[src/rtl/axis_pl_to_ps_core.sv]
// AXI-Stream width down-converter: a FIFO of IN_WIDTH beats feeds an LSW-first serializer.
// Define AXIS_PL_TO_PS_TLAST_EN to add m_axis_tlast, which marks every PKT_WORDS-th output word.
module axis_pl_to_ps_core #(
   parameter int IN_WIDTH        = 128,
   parameter int OUT_WIDTH       = 32,
   parameter int FIFO_DEPTH_LOG2 = 4,
   parameter int PKT_WORDS       = 16
) (
   input  logic                       clk,
   input  logic                       rst,
   input  logic [IN_WIDTH-1:0]        s_axis_tdata,
   input  logic                       s_axis_tvalid,
   output logic                       s_axis_tready,
   output logic [OUT_WIDTH-1:0]       m_axis_tdata,
   output logic                       m_axis_tvalid,
   input  logic                       m_axis_tready,
   output logic [FIFO_DEPTH_LOG2:0]   fifo_level
`ifdef AXIS_PL_TO_PS_TLAST_EN
   ,
   output logic                       m_axis_tlast
`endif
);

   localparam int R     = IN_WIDTH / OUT_WIDTH;
   localparam int DEPTH = 1 << FIFO_DEPTH_LOG2;
   localparam int AW    = FIFO_DEPTH_LOG2;
   localparam int KW    = (R > 1) ? $clog2(R) : 1;

   logic [IN_WIDTH-1:0] mem [DEPTH];
   logic [AW:0]         wr_ptr, rd_ptr;
   logic                fifo_full, fifo_empty;
   logic                wr_en, rd_en;

   logic [IN_WIDTH-1:0] ser_beat;
   logic                ser_vld;
   logic [KW-1:0]       k;
   logic                out_hs, last_hs;

   assign fifo_empty    = (wr_ptr == rd_ptr);
   assign fifo_full     = (wr_ptr[AW] != rd_ptr[AW]) && (wr_ptr[AW-1:0] == rd_ptr[AW-1:0]);
   assign fifo_level    = wr_ptr - rd_ptr;
   assign s_axis_tready = !fifo_full;

   // Full refuses writes even when the serializer pops on the same edge.
   assign wr_en   = s_axis_tvalid && !fifo_full;
   assign out_hs  = ser_vld && m_axis_tready;
   assign last_hs = out_hs && (k == KW'(R - 1));
   assign rd_en   = !fifo_empty && (!ser_vld || last_hs);

   always_ff @(posedge clk) begin
      if (wr_en) mem[wr_ptr[AW-1:0]] <= s_axis_tdata;
   end

   always_ff @(posedge clk or posedge rst) begin
      if (rst) begin
         wr_ptr <= '0;
         rd_ptr <= '0;
      end else begin
         if (wr_en) wr_ptr <= wr_ptr + 1'b1;
         if (rd_en) rd_ptr <= rd_ptr + 1'b1;
      end
   end

   // Reload on the last-word edge keeps the output stream gapless.
   always_ff @(posedge clk or posedge rst) begin
      if (rst) begin
         ser_beat <= '0;
         ser_vld  <= 1'b0;
         k        <= '0;
      end else begin
         if (rd_en) begin
            ser_beat <= mem[rd_ptr[AW-1:0]];
            ser_vld  <= 1'b1;
            k        <= '0;
         end else if (last_hs) begin
            ser_vld  <= 1'b0;
            k        <= '0;
         end else if (out_hs) begin
            k        <= k + 1'b1;
         end
      end
   end

   assign m_axis_tvalid = ser_vld;
   assign m_axis_tdata  = ser_beat[int'(k)*OUT_WIDTH +: OUT_WIDTH];

`ifdef AXIS_PL_TO_PS_TLAST_EN
   localparam int CW = (PKT_WORDS > 1) ? $clog2(PKT_WORDS) : 1;
   logic [CW-1:0] pkt_cnt;

   always_ff @(posedge clk or posedge rst) begin
      if (rst)
         pkt_cnt <= '0;
      else if (out_hs)
         pkt_cnt <= (pkt_cnt == CW'(PKT_WORDS - 1)) ? '0 : pkt_cnt + 1'b1;
   end

   assign m_axis_tlast = ser_vld && (pkt_cnt == CW'(PKT_WORDS - 1));
`endif

endmodule

[config.mk]
export PLATFORM = sky130hd
export DESIGN_NAME = axis_pl_to_ps_core
export DESIGN_NICKNAME = d
export VERILOG_FILES = /design/src/rtl/axis_pl_to_ps_core.sv
export SDC_FILE = /design/constraint.sdc
export NUM_CORES = 2
export LEC_CHECK = 0
export BUFFER_PORTS_ARGS = -buffer_cell sky130_fd_sc_hd__buf_2
export CAP_MARGIN = 30
export CORE_MARGIN = 2
export CORE_UTILIZATION = 40
export DETAILED_ROUTE_END_ITERATION = 10
export GPL_TIMING_DRIVEN = 0
export PLACE_DENSITY_LB_ADDON = 0.25
export SLEW_MARGIN = 20
export SYNTH_ARGS = -nofsm -noshare
export SYNTH_HDL_FRONTEND = slang
export SYNTH_SLANG_ARGS = --single-unit
[constraint.sdc]
create_clock -name clk -period 34.4 [get_ports clk]
set_clock_uncertainty 0.1 [all_clocks]
set_input_delay 1.72 -clock clk [delete_from_list [all_inputs] [get_ports clk]]
set_output_delay 1.72 -clock clk [all_outputs]
set_load 0.05 [all_outputs]
After elaboration in Yosys (flattened, before gate mapping)
Memories as Yosys holds them, arrays and structs flattened. A register that Yosys moved wholly into a read port is not among the register bits.
Cells that the tools add are included.
{ "classes": {"addsub": 4, "multipliers": 0, "div": 0, "n_lt_le_gt_ge": 0, "n_eq_ne": 4, "shifts": 1, "mux": 7, "bitwise": 0, "n_reduce_logical": 11} }
{ "ops": {"columns": ["cell", "n"], "rows": [
  ["128-bit by 8-bit variable part select with 32-bit output", 1],
  ["5-bit by 1-bit adder with 5-bit output (second input constant)", 2],
  ["2-bit 2-to-1 mux", 3],
  ["5-bit equality test", 1],
  ["1-bit logical AND", 5],
  ["5-bit subtractor", 1],
  ["4-bit equality test", 1],
  ["1-bit 2-to-1 mux", 4],
  ["1-bit logical NOT", 3],
  ["3-bit nonzero test", 1],
  ["2-bit by 1-bit adder with 2-bit output (second input constant)", 1],
  ["2-bit equality test (second input constant)", 1],
  ["2-bit nonzero test", 1],
  ["1-bit logical OR", 1],
  ["1-bit != test", 1]
]} }
{ "word_totals": {"ff_bits": 13, "latchBits": 0, "ram_bits": 2048, "rom_bits": 0, "inputBits": 132, "out_inout_bits": 39, "n_memories": 1} }
{ "memory_table": {"columns": ["name", "depth", "width", "rd", "rd_ports_with_merged_regs", "wr", "line", "rtl"], "rows": [
  ["mem", 16, 128, 1, 1, 1, "29", "logic [IN_WIDTH-1:0] mem [DEPTH];"]
]} }

Longest topological paths before layout
{ "depth": {"ltp_word": 6, "ltp_mapped": 13, "mapped_depth_nobuf": 7} }

Worst setup path before layout
No wires, ideal clock.
{ "synth_path": {"path_kind": "input to register", "start": "input port s_axis_tvalid", "end": "memory mem[3][0], enable pin", "setup_time_ns": 0.772, "arrival_time_ns": 10.835, "slack_ns": 22.693, "path_stages": 3, "n_path_buf": 0, "path_cell_list": "a21boi_2 > nand2_1 > nor3_1"} }
{ "synth_between": {"elab_chain_len": 3} }
{ "synth_rtl": {"columns": ["element", "line", "rtl"], "rows": [
  ["start: declaration", "12", "input logic s_axis_tvalid,"],
  ["1-bit logical AND", "45", "assign wr_en = s_axis_tvalid && !fifo_full;"],
  ["1-bit 2-to-1 mux", "51", "if (wr_en) mem[wr_ptr[AW-1:0]] <= s_axis_tdata;"],
  ["1-bit 2-to-1 mux (not written as such)", "51", null],
  ["end: declaration", "29", null]
]} }
Every way passes these cells.

Worst setup path after layout
{ "layout_path": {"start": "register rd_ptr[1]", "end": "output port fifo_level[4]"} }
{ "layout_between": {"elab_chain_len": 1} }
{ "layout_rtl": {"columns": ["element", "line", "rtl"], "rows": [
  ["start: declaration", "30", "logic [AW:0] wr_ptr, rd_ptr;"],
  ["start signal: assignment", "60", "if (rd_en) rd_ptr <= rd_ptr + 1'b1;"],
  ["5-bit subtractor", "41", "assign fifo_level = wr_ptr - rd_ptr;"],
  ["end: declaration", "17", "output logic [FIFO_DEPTH_LOG2:0] fifo_level"]
]} }
Every way passes these cells.

==> metrics.txt <==
power share of the combinational group 0.278; Tmin final 5.700 ns; Switching Fraction 0.3340; Seq/Total Area, Yosys 0.7799; first-pass GRT wire length 334.8 mm; fill count roughly 17000; Post-synth EDFFs 2048; CTS max path bufs 3; initial antenna violation count 54; global placement routability congestion 0.8208; max-cap violation count 0; Area Growth Syn to Fin 17.37%; io pins 171; R2R depth 14; final setup violation count 0; gr ovfl total 0; Final Cell Area between 0.09 and 0.1 mm²; Worst R2R Setup Slack ~29 ns; most common cell after layout, fill and taps aside edfxtp_1; xor and xnor fraction of the mapped netlist area 0.001365; Net count, final 5085; largest family of logic cells by synthesized area multiplexers; most frequent cells in the layout edfxtp_1, mux2i_1, buf_2; Synth Cell Area 0.08338 mm²; worst vdd ir 115.1 µV; port buffer count 170; post-CTS resize count 0; via/cell ratio 5.614; ys flop type edfxtp_1; status completed; Static Leak 32.09 nW; Root Buffer clkbuf_16; vias around 45000; Mapped Cells 4369; largest net degree at the start of global routing 51; simple-gate share of the synthesized area 0.01388; Clock Pin Slew Worst Setup and Hold Paths roughly 0.060 ns; hold wc startpoint wr_ptr[4]; Routed WL approximately 240 mm; hold crit path type reg2reg; total CTS buffers 219; synth warn 0; kind of end point of the critical path primary output; CTS tree done; DR WL/cell roughly 30 µm; post-synth cell types 35; Final Core Density 0.4726; DIE AREA 0.2121 mm²; chip width 460.6 µm; Residual DRC 0; Die Span Y 460.6 µm; beginning of the worst register-to-register path rd_ptr[2]; Tcrit/Tclk final 0.1657; setup TNS 0 ns; Max Transition Viols Final 0; Slew @ Worst Pin ~0.96 ns; WS Path Type reg2out; switching power approximately 2.7 mW; DR iter-0 viols 4565; Async SR Flop Fraction 0.06441; clk sinks ~2200; DP Wirelength 162.0 mm; PwrDens 82.06 mW/mm²; RSZ-0062 raised after global routing no; DRT Pass-1 Iters 9; Global Route Usage Sum 0.2237; CP max FO 10; Routed Antenna Nets 0; share of layout cells above drive strength 1 0.1956; mux cell area share after synthesis 0.1355; Skew-Pair Late Insertion Delay 0.86 ns; internal power 5.348 mW; Total Power 8.031 mW; Worst slew margin 0.3616; WP data arrival 3.88 ns; Hold Buf Count CTS 0; Hold Fails Final Rpt 0; row count 167; core area 0.2071 mm²; compound-gate portion of the synthesized area 0.05094; H-tree depth 4; Req. time, crit path 32.58 ns; Post-DP Area 0.09075 mm²; initial cell density of the core 0.4027; Hold Path Cell Cnt 1; Synth Register Bits approximately 2200; Post-CTS Setup Bufs 0; Post-Synth Adder-Cell Area 0.001741; Syn Nets 4512; Reg-to-Reg End mem[1][109]; Post-Synthesis Mean Instance Area 19.09 µm²; Worst Hold End wr_ptr[4]; FMAX 175.4 MHz; sequential power share 0.431; clock share of power 0.291; crit start category flop; vias in the first global route 44231
## per-stage QoR
| stage | hold WS [ns] | worst slack [ns] | cells |
|---|---|---|---|
| global placement | 0.4194 | 10.80 | 7327 |
| global route | 0.4559 | 28.54 | 7932 |
| finish | 0.4381 | 28.70 | 7944 |
| CTS | 0.4345 | 28.66 | 7925 |
| detailed placement | 0.4204 | 29.08 | 7508 |
| floorplan | 0.4022 | 22.69 | 4369 |
## how the worst max path moves through the flow
stage,endpoint,start,depth (start not counted)
2_1_floorplan,mem[3][0],s_axis_tvalid,3
3_3_place_gp,mem[3][113],rd_ptr[1],10
3_5_place_dp,mem[1][112],rd_ptr[1],15
4_1_cts,fifo_level[4],rd_ptr[1],10
5_1_grt,fifo_level[4],rd_ptr[1],10
6_report,fifo_level[4],rd_ptr[1],10
## sequential cells by signal, summed over array words and instances (netlist names)
signal	count
k	2
m_axis_tvalid	1
mem	2048
rd_ptr	5
ser_beat	128
wr_ptr	5
## power groups by stage
stage | Combinational (mW) | Clock (mW) | Sequential (mW)
3_5_place_dp | 2.25 | 0 | 3.51
3_3_place_gp | 2.12 | 0 | 3.64
5_1_grt | 2.35 | 2.47 | 3.47
6_report | 2.23 | 2.34 | 3.46
4_1_cts | 2.25 | 2.37 | 3.46
2_1_floorplan | 1.39 | 0 | 3.41
## cells in the mapped netlist (all sizes together), types with 2 or more instances
library cell | number | area, µm²
nor3 | 4 | 20.02
a21oi | 3 | 15.01
nand4 | 4 | 25.02
nand3 | 2 | 10.01
nor2 | 269 | 1010
ha | 10 | 125.1
nand2 | 11 | 41.29
nand2b | 2 | 12.51
a221oi | 128 | 1121
mux4 | 160 | 3603
edfxtp | 2048 | 61500
a31oi | 128 | 800.8
xor2 | 2 | 17.52
buf | 193 | 1072
dfrtp | 141 | 3528
clkbuf | 75 | 281.5
o21ai | 130 | 650.6
inv | 10 | 37.53
a21o | 4 | 30.03
mux2i | 769 | 7697
nand3b | 2 | 15.01
xnor2 | 11 | 96.34
o22ai | 256 | 1602
## worst max-delay path, stage by stage, from the launching register on
cell,delay (ns)
dfrtp_1,0.35
buf_2,0.17
buf_6,0.17
buf_4,0.35
buf_2,0.43
inv_1,0.26
fa_1,0.47
a21o_1,0.17
a21oi_1,0.18
xnor2_1,0.16
buf_2,0.29
## routing by layer
layer / GRT usage / vias to the layer above / wire, µm
met3: 0.04493 / 461 / 18330
met4: 0.1037 / 24 / 11970
li1: - / 18983 / -
met1: 0.2889 / 23354 / 93440
met5: 0 / - / 149
met2: 0.3642 / 1776 / 114700
## final cells by class
class | instances | area (µm²) | share of cell area
Sequential cell | 2189 | 65030 | 0.6644
Multi-Input combinational cell | 1902 | 17070 | 0.1744
Clock buffer | 307 | 6043 | 0.06175
Timing Repair Buffer | 352 | 3767 | 0.03849
Tap cell | 2788 | 3488 | 0.03564
Buffer | 268 | 1358 | 0.01387
Clock inverter | 110 | 1018 | 0.01041
Inverter | 10 | 52.55 | 0.0005370
Antenna cell | 18 | 45.04 | 0.0004602
## cell families (layout without fill, tap and decap cells)
group	count (synthesis)	after routing
xor+xnor	13	13
compound gates	652	652
fa+ha+maj	11	11
flops	2189	2189
other cells	0	18
mux	929	929
buf+inv	278	1047
simple gates	297	297
Note: power is estimated with default switching activity, not from simulation.
